## config.mk

```make
export PLATFORM = sky130hd
export DESIGN_NAME = bus_arbiter
export DESIGN_NICKNAME = d
export VERILOG_FILES = /design/src/rtl/bus_arbiter_pkg.sv /design/src/rtl/bus_arbiter_rr_picker.sv /design/src/rtl/bus_arbiter.sv
export SDC_FILE = /design/constraint.sdc
export NUM_CORES = 1
export LEC_CHECK = 0
export BUFFER_PORTS_ARGS = -buffer_cell sky130_fd_sc_hd__buf_2
export CAP_MARGIN = 20
export CORE_UTILIZATION = 45
export DETAILED_ROUTE_END_ITERATION = 10
export PLACE_DENSITY = 0.72
export SYNTH_ARGS = -nofsm -noshare
export SYNTH_HDL_FRONTEND = slang
export SYNTH_SLANG_ARGS = --single-unit
```

## constraint.sdc

```tcl
create_clock -name clk -period 2.9 [get_ports clk]
set_input_delay 0.58 -clock clk [delete_from_list [all_inputs] [get_ports clk]]
set_output_delay 0.58 -clock clk [all_outputs]
set_load 0.02 [all_outputs]
```

## src/rtl/bus_arbiter_pkg.sv

```systemverilog
// Shared types and helpers for the bus arbiter: FSM state encoding and
// the wrap-around index arithmetic used by round-robin search.
package bus_arbiter_pkg;

  localparam int STATE_W = 2;

  typedef enum logic [STATE_W-1:0] {
    IDLE       = 2'd0,
    GRANT      = 2'd1,
    TURNAROUND = 2'd2
  } state_e;

  // (base + off) mod n, for base < n and off < n
  function automatic int wrap_idx(input int base, input int off, input int n);
    int s;
    s = base + off;
    return (s >= n) ? (s - n) : s;
  endfunction

endpackage

```

## src/rtl/bus_arbiter_rr_picker.sv

```systemverilog
// rr_picker: combinational round-robin search. Returns the first set req bit
// at or above rr_ptr_i (wrapping), as a one-hot vector plus its index.
module rr_picker
  import bus_arbiter_pkg::*;
#(
  parameter int N   = 4,
  parameter int IDW = $clog2(N)
) (
  input  logic [N-1:0]   req_i,
  input  logic [IDW-1:0] rr_ptr_i,
  output logic [N-1:0]   win_o,
  output logic [IDW-1:0] win_idx_o,
  output logic           any_o
);

  // Scan offsets from farthest to nearest so the nearest hit wins.
  always_comb begin
    win_o     = '0;
    win_idx_o = '0;
    any_o     = 1'b0;
    for (int k = N - 1; k >= 0; k--) begin
      if (req_i[wrap_idx(int'(rr_ptr_i), k, N)]) begin
        win_o     = '0;
        win_o[wrap_idx(int'(rr_ptr_i), k, N)] = 1'b1;
        win_idx_o = IDW'(wrap_idx(int'(rr_ptr_i), k, N));
        any_o     = 1'b1;
      end
    end
  end

endmodule

```

## src/rtl/bus_arbiter.sv

```systemverilog
// bus_arbiter: round-robin owner selection for a shared tristate bus with a
// mandatory dead cycle between owners. All outputs are registered.
// Optional hold-time limit enabled by defining BUS_ARBITER_TIMEOUT_EN.
module bus_arbiter
  import bus_arbiter_pkg::*;
#(
  parameter int N_MASTERS      = 4,
  parameter int TIMEOUT_CYCLES = 16,
  localparam int IDW           = $clog2(N_MASTERS)
) (
  input  logic                 clk,
  input  logic                 reset,
  input  logic [N_MASTERS-1:0] req,
  input  logic [N_MASTERS-1:0] last,
  output logic [N_MASTERS-1:0] grant,
  output logic [IDW-1:0]       grant_id,
  output logic                 bus_busy,
  output logic                 turnaround,
  output logic                 timeout_err
);

  state_e               state_q, state_d;
  logic [N_MASTERS-1:0] grant_q, grant_d;
  logic [IDW-1:0]       gid_q, gid_d;
  logic [IDW-1:0]       rr_ptr_q, rr_ptr_d;
  logic                 busy_q, busy_d;
  logic                 ta_q, ta_d;
  logic                 terr_q, terr_d;
  logic                 hit_limit;
  logic                 release_req;

  logic [N_MASTERS-1:0] pick_win;
  logic [IDW-1:0]       pick_idx;
  logic                 pick_any;

  rr_picker #(.N(N_MASTERS), .IDW(IDW)) u_pick (
    .req_i     (req),
    .rr_ptr_i  (rr_ptr_q),
    .win_o     (pick_win),
    .win_idx_o (pick_idx),
    .any_o     (pick_any)
  );

`ifdef BUS_ARBITER_TIMEOUT_EN
  localparam logic [7:0] CNT_LAST = 8'(TIMEOUT_CYCLES - 1);
  logic [7:0] cnt_q, cnt_d;
  logic       grant_entry;

  // Hold counter: zero on entry to GRANT, +1 per GRANT cycle.
  always_comb begin
    cnt_d = cnt_q;
    if (grant_entry)          cnt_d = '0;
    else if (state_q == GRANT) cnt_d = cnt_q + 8'd1;
  end

  // Hold counter register.
  always_ff @(posedge clk) begin
    if (reset) cnt_q <= '0;
    else       cnt_q <= cnt_d;
  end

  assign grant_entry = (state_q != GRANT) && (state_d == GRANT);
  assign hit_limit   = (state_q == GRANT) && (cnt_q == CNT_LAST);
`else
  assign hit_limit   = 1'b0;
`endif

  // Owner finishes on last beat or by withdrawing its request.
  assign release_req = last[gid_q] | ~req[gid_q];

  // Next-state and next-output logic; outputs are computed one cycle ahead
  // so every port comes straight from a flop.
  always_comb begin
    state_d  = state_q;
    grant_d  = grant_q;
    gid_d    = gid_q;
    rr_ptr_d = rr_ptr_q;
    busy_d   = busy_q;
    ta_d     = 1'b0;
    terr_d   = 1'b0;
    unique case (state_q)
      IDLE, TURNAROUND: begin
        if (pick_any) begin
          state_d  = GRANT;
          grant_d  = pick_win;
          gid_d    = pick_idx;
          busy_d   = 1'b1;
          rr_ptr_d = IDW'(wrap_idx(int'(pick_idx), 1, N_MASTERS));
        end else begin
          state_d = IDLE;
          grant_d = '0;
          busy_d  = 1'b0;
        end
      end
      GRANT: begin
        if (release_req || hit_limit) begin
          state_d = TURNAROUND;
          grant_d = '0;
          busy_d  = 1'b0;
          ta_d    = 1'b1;
          terr_d  = hit_limit && !release_req;
        end
      end
      default: begin
        state_d = IDLE;
        grant_d = '0;
        busy_d  = 1'b0;
      end
    endcase
  end

  // State and output registers; reset overrides any transfer in flight.
  always_ff @(posedge clk) begin
    if (reset) begin
      state_q  <= IDLE;
      grant_q  <= '0;
      gid_q    <= '0;
      rr_ptr_q <= '0;
      busy_q   <= 1'b0;
      ta_q     <= 1'b0;
      terr_q   <= 1'b0;
    end else begin
      state_q  <= state_d;
      grant_q  <= grant_d;
      gid_q    <= gid_d;
      rr_ptr_q <= rr_ptr_d;
      busy_q   <= busy_d;
      ta_q     <= ta_d;
      terr_q   <= terr_d;
    end
  end

  assign grant       = grant_q;
  assign grant_id    = gid_q;
  assign bus_busy    = busy_q;
  assign turnaround  = ta_q;
  assign timeout_err = terr_q;

endmodule

```

# Yosys cells after proc, flatten, opt, wreduce, memory -nomap -nowiden
# Index checks and enable logic that the tools add are counted.
# op_classes
order_cmp	14
reduce_logical	8
n_eq_ne	3
add_sub_neg	9
bitwise	3
n_mux	51
# op_table
op	count
$ge A32 B1 Y1 const B	4
$lt A32 B4 Y1 const B	4
$mux W32	4
$ge A32 B4 Y1 const B	3
$sub A32 B4 Y32 const B	3
$mux W4	6
$mux W1	22
$bmux W1 S2	6
$mux W2	6
$demux W1 S2	4
$pmux W4 S2	1
$add A2 B1 Y3 const B	2
$add A2 B2 Y3 const B	2
$logic_and A1 B1 Y1	4
$pmux W2 S2	1
$reduce_or A2 Y1	2
$sub A2 B3 Y4 const B	1
$ge A2 B3 Y1 const B	1
$ge A3 B3 Y1 const B	1
$lt A2 B3 Y1 const B	1
$eq A2 B1 Y1 const B	1
$eq A2 B2 Y1 const B	1
$logic_not A2 Y1	1
$ne A2 B2 Y1 const B	1
5 further kinds	6
# word_totals
output_inout_bits	9
inputBits	10
regBits	12

# Longest topological paths before layout
# Gate-level depths: netlist of the first run.
# depth
depth_word	13
ltp_mapped	8
mapped_depth_nobuf	7

# Modules after synthesis
# A second synthesis of the first run with hierarchy kept.
# unflattened
cells_unflattened	102
area_unflattened_um2	994.7
# by_module_without_submodules
mod	area_each_um2	instances	seq_area_each_um2	cells_per_inst
rr_picker	556.8	1	0.0	62
bus_arbiter	437.9	1	220.2	40

# Worst setup path after synthesis of the first run
# No wires, ideal clock.
# synth_timing
path_type	reg2reg
startpoint	register rr_ptr_q[0]
endpoint	register rr_ptr_q[1]
arrival_time_ps	2124
path_stages_with_launch	9
slack_ps	680
required_time_ps	2805
period_less_slack_ps	2220
setup_time_ps	95
cell_sequence	dfxtp_1 > buf_6 > inv_1 > ha_1 > mux4_2 > nor2b_1 > o21ai_2 > a2111o_1 > o311ai_1
# synth_via
elab_chain_len	13
elab_cells_between_ends	40
cone_classes	add/sub (9); order compare (5); mux (25); reduce/logical (1)
# synth_rtl
item	line_no	text
from (decl)	bus_arbiter.sv:25	logic [IDW-1:0] rr_ptr_q, rr_ptr_d;
from (signal assigned)	bus_arbiter.sv:126	rr_ptr_q <= rr_ptr_d;
$add A2 B2 Y3	bus_arbiter_pkg.sv:16	s = base + off;
$sub A32 B4 Y32 or $ge A32 B4 Y1 (tied branches)	bus_arbiter_pkg.sv:17	return (s >= n) ? (s - n) : s;
$mux W32	bus_arbiter_pkg.sv:17	
$bmux W1 S2	bus_arbiter_rr_picker.sv:22	if (req_i[wrap_idx(int'(rr_ptr_i), k, N)]) begin
$mux W1 (implied by the code) (2 in a row)	bus_arbiter_rr_picker.sv:22	
$mux W2 (4 in a row)	bus_arbiter_rr_picker.sv:22	
$add A2 B1 Y3	bus_arbiter_pkg.sv:16	
$ge A3 B3 Y1 or $sub A2 B1 Y2 (tied branches)	bus_arbiter_pkg.sv:17	
$mux W2	bus_arbiter_pkg.sv:17	
# Parallel ways exist; a longest one is shown, timed or not. The select of a mux whose other input is x is not followed.
# A chain may end at the register's enable or synchronous reset.

# Worst setup path in the final report of the first run
# layout_timing
startpoint	register rr_ptr_q[1]
endpoint	register rr_ptr_q[1]
# The elaborated chain is that of the path after synthesis.

==> results of run 1 <==
==> metrics by stage <==
stage	util (%)	std cells	power [mW]	hold WS (ns)	worst slack (ns)
after floorplan	-	88	0.663	0.430	0.680
after global placement	53.8	127	0.759	0.455	0.623
after detailed placement	53.8	127	0.779	0.462	0.529
after CTS	55.4	131	0.884	0.477	0.510
after global routing	55.4	131	0.951	0.489	0.417
final	55.4	131	0.882	0.472	0.535
==> where the power goes <==
part           internal, mW  switching, mW
registers             0.193         0.0517
logic                 0.236          0.299
clock network        0.0531         0.0490
total                 0.482          0.400
==> area by class of cell <==
class | count | area (um^2)
Fill cell | 170 | 771
Multi-Input combinational cell | 69 | 571
Sequential cell | 11 | 220
Timing Repair Buffer | 18 | 92.6
Tap cell | 25 | 31.3
Clock buffer | 4 | 26.3
Inverter | 4 | 15.0
==> registers in the layout, indices dropped and copies added (netlist names) <==
| signal | flops |
|---|---|
| grant_id | 2 |
| turnaround | 1 |
| rr_ptr_q | 2 |
| grant | 4 |
| state_q | 2 |
==> worst max path at each step <==
stage,start,endpoint,slack [ns],depth (start not counted)
after floorplan,rr_ptr_q[0],rr_ptr_q[1],0.68,8
after global placement,rr_ptr_q[1],rr_ptr_q[1],0.62,7
after detailed placement,rr_ptr_q[1],rr_ptr_q[1],0.53,7
after CTS,rr_ptr_q[1],rr_ptr_q[1],0.51,7
after global routing,rr_ptr_q[1],rr_ptr_q[1],0.42,7
final,rr_ptr_q[1],rr_ptr_q[1],0.53,7
==> cell families (layout without fill, tap and decap cells) <==
| kind of cell | Yosys count | after routing | share of synthesized area, % |
|---|---|---|---|
| AO/OA/AOI/OAI | 28 | 28 | 26.3 |
| adder cells (fa/ha/maj) | 7 | 7 | 10.5 |
| buffers and inverters | 8 | 26 | 5.10 |
| flip-flops | 11 | 11 | 26.4 |
| multiplexers | 4 | 4 | 10.8 |
| other | 1 | 1 | 0.450 |
| AND/OR/NAND/NOR | 29 | 29 | 20.4 |
==> layer usage <==
metal / track usage, % / share of wire, % / vias up
met5: 0 / 0 / -
met4: 7.88 / 0.77 / 0
met3: 3.60 / 3.4 / 2
met2: 33.0 / 50 / 24
met1: 24.8 / 46 / 364
li1: - / - / 376
==> layout by cell type, fill, tap and decap left out, types with 2 or more instances in the layout <==
cell type	synthesis	layout
a21o_1	2	2
a21oi_1	5	5
a221oi_1	4	4
a22o_1	4	4
a311oi_1	3	3
buf_2	1	17
clkbuf_4	0	3
dfxtp_1	11	11
ha_1	7	7
inv_1	4	4
mux4_2	4	4
nand2_1	8	8
nand3b_1	2	2
nor2_1	5	5
nor2b_1	6	6
nor4b_1	2	2
o31ai_1	4	4
==> impl_results.md, run 1 <==
- Gr usage total: 19.7%
- First-pass GRT wire length: 2860 um
- Slowest cell delay on critical path: 0.49 ns
- PwrDens: 922 nW/um^2
- Status: complete, no violations
- Buf/Inv on CP: 1
- Post-Syn Area: 833 um^2
- CTS sink cnt: 11
- Startpoint types: register
- Post-DP Area: 930 um^2
- Area growth, synth to finish: 14.7%
- Worst r2r src: rr_ptr_q[1]
- Slew Viols, Final: 0
- Syn nets: 105
- Initial DRT Pass Iterations: 4
- Top cell type by total area after synthesis: dfxtp_1
- Arr. time, crit path: 2.53 ns
- Port Buffers: 17
- Slowest CP cell: dfxtp_1
- Hold EP: state_q[1]
- Worst R2R End: rr_ptr_q[1]
- Post-route design area: 956 um^2
- Period Utilization, post-route: 81.6%
- Clk_skew: 0.00987 ns
- Synth area leaders: dfxtp_1 (26%), mux4_2 (11%), ha_1 (11%), nor2b_1 (4.5%), a221oi_1 (4.2%)
- Vias: 766
- Worst reg-to-reg path cell count: 7
- Largest net degree at the start of global routing: 11
- Vias/cell: 5.85
- DPL Wire Length: 1400 um
- Synth top cells by count: dfxtp_1 (11), nand2_1 (8), ha_1 (7), nor2b_1 (6)
- Worst Path Required: 3.07 ns
- Layout cell share with drive strength beyond 1: 26.4%
- Placeable core area: 1730 um^2
- Resized Gates After CTS: 0
- Total congestion overflow: 0
- Die area: 2030 um^2
- ANT nets after route: 0
- Critical path class: reg -> reg
- Leak Pwr: 0.402 nW
- Avg Synthesized Cell Area: 9.47 um^2
- Number of synthesized flops with an enable pin: 0
- Post-CTS Setup Inserts: 0
- Clock transition at path regs: 0.07 ns
- Reg-to-reg setup timing slack: 0.53 ns
- MaxCap Viol Count: 0
- RSZ-0062 raised after global routing: false
- Async SR Flop Fraction: 0%
- Hold/Removal Path Class: reg -> reg
- Primary FF master, synth: dfxtp_1
- Root Buffer: clkbuf_4
- Hold wc startpoint: state_q[1]
- Top achievable clock speed: 0.423 GHz
- Minimum clock period: 2.37 ns
- Die Span Y: 45.0 um
- Final Hold Vio Count: 0
- Vias in the first global route: 661
- Placer Congestion: 0.735
- H-tree depth: 1
- Antenna violations before repair: 0
- Post-Syn Instances: 88
- Core Rows: 15
- Synth Register Bits: 11
- Nets@finish: 124
- Critical path's top delay family: compound AO/OA/AOI/OAI gates
- Top-count cell post-synth: dfxtp_1
- Final wirelength: 1830 um
- Post-synthesis sequential area ratio: 26.4%
- Maximum VDD drop: 0.399 mV
- Crit path cell chain: inv_1 > ha_1 > mux4_2 > nor2b_1 > o21ai_2 > a2111o_1 > o311ai_1
- DRC viols: 0
- Final setup viols: 0
- Syn. warnings: 0
- Sum Neg Setup Slack: 0 ns
- CTS Buf Count: 3
- Initial Util: 48.3%
- CTS tree: done
- Top-area cell type share of the netlist area: 26.4%
- IO Pins: 19
- Distinct cells, synth: 32
- Clock Path Buffers: 2
- Clk Latency, worst-skew pair: 0.26 ns
- Die W: 45.0 um
- CP endpoint kind: register
- CTS Hold Bufs: 0
- WL/cell: 14.0 um
- Hold path depth: 1
- Antenna cells: 0
- Crit path max fanout: 10
- Initial DRC count: 17
Note: power is estimated with default switching activity, not from simulation.
==> inputs of run 2 (changes only) <==
--- a/config.mk
+++ b/config.mk
@@ -9,7 +9,7 @@
 export CAP_MARGIN = 20
 export CORE_UTILIZATION = 45
 export DETAILED_ROUTE_END_ITERATION = 10
-export PLACE_DENSITY = 0.72
+export PLACE_DENSITY = 0.75
 export SYNTH_ARGS = -nofsm -noshare
 export SYNTH_HDL_FRONTEND = slang
 export SYNTH_SLANG_ARGS = --single-unit
==> constraint.sdc (replaced) <==
create_clock -name clk -period 1.9 [get_ports clk]
set_input_delay 0.38 -clock clk [delete_from_list [all_inputs] [get_ports clk]]
set_output_delay 0.38 -clock clk [all_outputs]
set_load 0.02 [all_outputs]
==> run 2 against run 1 <==
Against the previous run:
- sequential cell count did not move
- clock skew fell by 0.0077 ns
- combinational power rose by 120%
- setup slack got worse by 0.53 ns
- hold slack got worse by 0.080 ns
- sequential power rose by 49%
- clock-buffer cell count did not move
- non-clock buffer count rose by 12
- largest power group unchanged
==> impl_results.md, run 2 (same netlist as run 1, synthesis figures left out) <==
- RSZ-0062 raised after global routing: true (was false)
- Buf/Inv on CP: 1 (unchanged)
- Maximum VDD drop: 1.07 mV (was 0.399 mV)
- Setup WS post-layout: 0.00189 ns (was 0.535 ns)
- Clock power share: 9.3% (was 11.6%)
- Clock Path Buffers: 2 (unchanged)
- H-tree depth: 1 (unchanged)
- Worst Path Required: 2.06 ns (was 3.07 ns)
- Logic pwr share: 69.1% (was 60.7%)
- Non-filler instance count after layout: 143 (was 131)
- Die Span Y: 45.0 um (unchanged)
- Fill cells: 154 (was 170)
- CTS Hold Bufs: 0 (unchanged)
- Top achievable clock speed: 0.527 GHz (was 0.423 GHz)
- Clock transition at path regs: 0.07 ns (about the same)
- CP endpoint kind: register (unchanged)
- Root Buffer: clkbuf_4 (unchanged)
- Most frequent cells in the layout: buf_2 (17), buf_4 (12), dfxtp_1 (9), nand2_1 (8), ha_1 (6) (was buf_2 (17), dfxtp_1 (11), nand2_1 (8), ha_1 (7), nor2b_1 (6))
- Port Buffers: 17 (unchanged)
- MaxCap Viol Count: 0 (unchanged)
- Leak Pwr: 0.478 nW (was 0.402 nW)
- Clk_skew: 0.00213 ns (was 0.00987 ns)
- Switching Share: 43.3% (was 45.4%)
- Antenna cells: 0 (unchanged)
- Gr usage total: 21.9% (was 19.7%)
- PwrDens: 1520 nW/um^2 (was 922 nW/um^2)
- Die W: 45.0 um (unchanged)
- Internal: 0.954 mW (was 0.482 mW)
- Placeable core area: 1730 um^2 (unchanged)
- Total congestion overflow: 0 (unchanged)
- Initial DRT Pass Iterations: 4 (unchanged)
- Net Switching: 0.730 mW (was 0.400 mW)
- Arr. time, crit path: 2.06 ns (was 2.53 ns)
- Critical path class: reg -> reg (unchanged)
- Slowest cell delay on critical path: 0.40 ns (was 0.49 ns)
- Crit path cell chain: inv_4 > ha_4 > mux4_2 > nor2b_4 > a221oi_2 > o31ai_1 > a22o_1 (was inv_1 > ha_1 > mux4_2 > nor2b_1 > o21ai_2 > a2111o_1 > o311ai_1)
- Vias in the first global route: 709 (was 661)
- CTS sink cnt: 11 (unchanged)
- Final setup viols: 0 (unchanged)
- Slew Viols, Final: 0 (unchanged)
- Area of the multi-input gates: 616 um^2 (was 571 um^2)
- Initial DRC count: 26 (was 17)
- Crit path max fanout: 5 (was 10)
- Part of the power in registers: 21.6% (was 27.7%)
- ANT nets after route: 0 (unchanged)
- First-pass GRT wire length: 3220 um (was 2860 um)
- Minimum clock period: 1.90 ns (was 2.37 ns)
- DP Worst Slack: -0.0499 ns (was 0.529 ns)
- DPL Wire Length: 1380 um (was 1400 um)
- Clk Latency, worst-skew pair: 0.26 ns (about the same)
- Largest net degree at the start of global routing: 12 (was 11)
- DRC viols: 0 (unchanged)
- Final Hold Vio Count: 0 (unchanged)
- IO Pins: 19 (unchanged)
- Placer Congestion: 0.778 (was 0.735)
- Commonest non-fill, non-tap cell in the layout: buf_2 (unchanged)
- Vias/cell: 5.70 (was 5.85)
- CTS tree: done (unchanged)
- Period Utilization, post-route: 99.9% (was 81.6%)
- Initial Util: 48.3% (unchanged)
- Register area: 225 um^2 (was 220 um^2)
- Antenna violations before repair: 0 (unchanged)
- CTS Buf Count: 3 (unchanged)
- Area growth, synth to finish: 33.3% (was 14.7%)
- Nets@finish: 136 (was 124)
- Die area: 2030 um^2 (unchanged)
- Startpoint types: register (unchanged)
- Core Rows: 15 (unchanged)
- Placed cell count: 135 (was 127)
- Hold/Removal Path Class: in -> reg (was reg -> reg)
- Critical path's top delay family: compound AO/OA/AOI/OAI gates (unchanged)
- Layout cell share with drive strength beyond 1: 43.2% (was 26.4%)
- Final wirelength: 2070 um (was 1830 um)
- Vias: 815 (was 766)
- WL/cell: 14.5 um (was 14.0 um)
- Status: complete, no violations (unchanged)
- Slowest CP cell: dfxtp_4 (was dfxtp_1)
- Max reg flops: 4 (unchanged)
==> run 2: what timing repair did <==
action,CTS,global route
pin swaps,0,7
setup endpoints to repair,3,6
setup buffers,1,3
cloned,0,0
gates resized for setup,1,7
==> run 2: power by group through the flow <==
stage	clock network, mW	logic, mW	registers (mW)
final	0.157	1.16	0.364
after global routing	0.171	1.27	0.377
after global placement	0	0.940	0.367
after detailed placement	0	0.965	0.369
after CTS	0.160	1.02	0.360
after floorplan	0	0.635	0.418
==> run 2: worst paths after layout <==
kind                                   from     endpoint  slack, ns  cells after the start
worst max-delay path            rr_ptr_q[0]     grant[2]      0.002                      7
worst min-delay path                  reset  rr_ptr_q[0]       0.39                      2
worst min register to register   state_q[1]   state_q[1]       0.47                      1
worst max register to register  rr_ptr_q[0]     grant[2]      0.002                      7
==> run 2: through the flow <==
| step | hold slack, ns | utilization [%] | instance area (um^2) | power (mW) | TNS (ns) |
|---|---|---|---|---|---|
| after floorplan | 0.430 | - | 852 | 1.05 | -0.0648 |
| after global placement | 0.453 | 58.4 | 1010 | 1.31 | 0 |
| after detailed placement | 0.457 | 58.4 | 1010 | 1.33 | -0.0941 |
| after CTS | 0.383 | 61.4 | 1060 | 1.54 | 0 |
| after global routing | 0.404 | 64.3 | 1110 | 1.82 | -0.301 |
| final | 0.392 | 64.3 | 1110 | 1.68 | 0 |
==> run 2: layer usage <==
layer,vias to the layer above,wire [um],global-route usage [%]
met2,29,1060,32.8
met5,-,0,0
met3,4,80,2.00
met1,383,884,30.7
li1,399,-,-
met4,0,42,12.7
==> run 2: final cells by class <==
type	instances	area share [%]
clock buffers	4	2.36
repair buffers	30	17.6
flip-flops and latches	11	20.3
well taps	25	2.82
inverters	4	1.58
multi-input cells	69	55.4
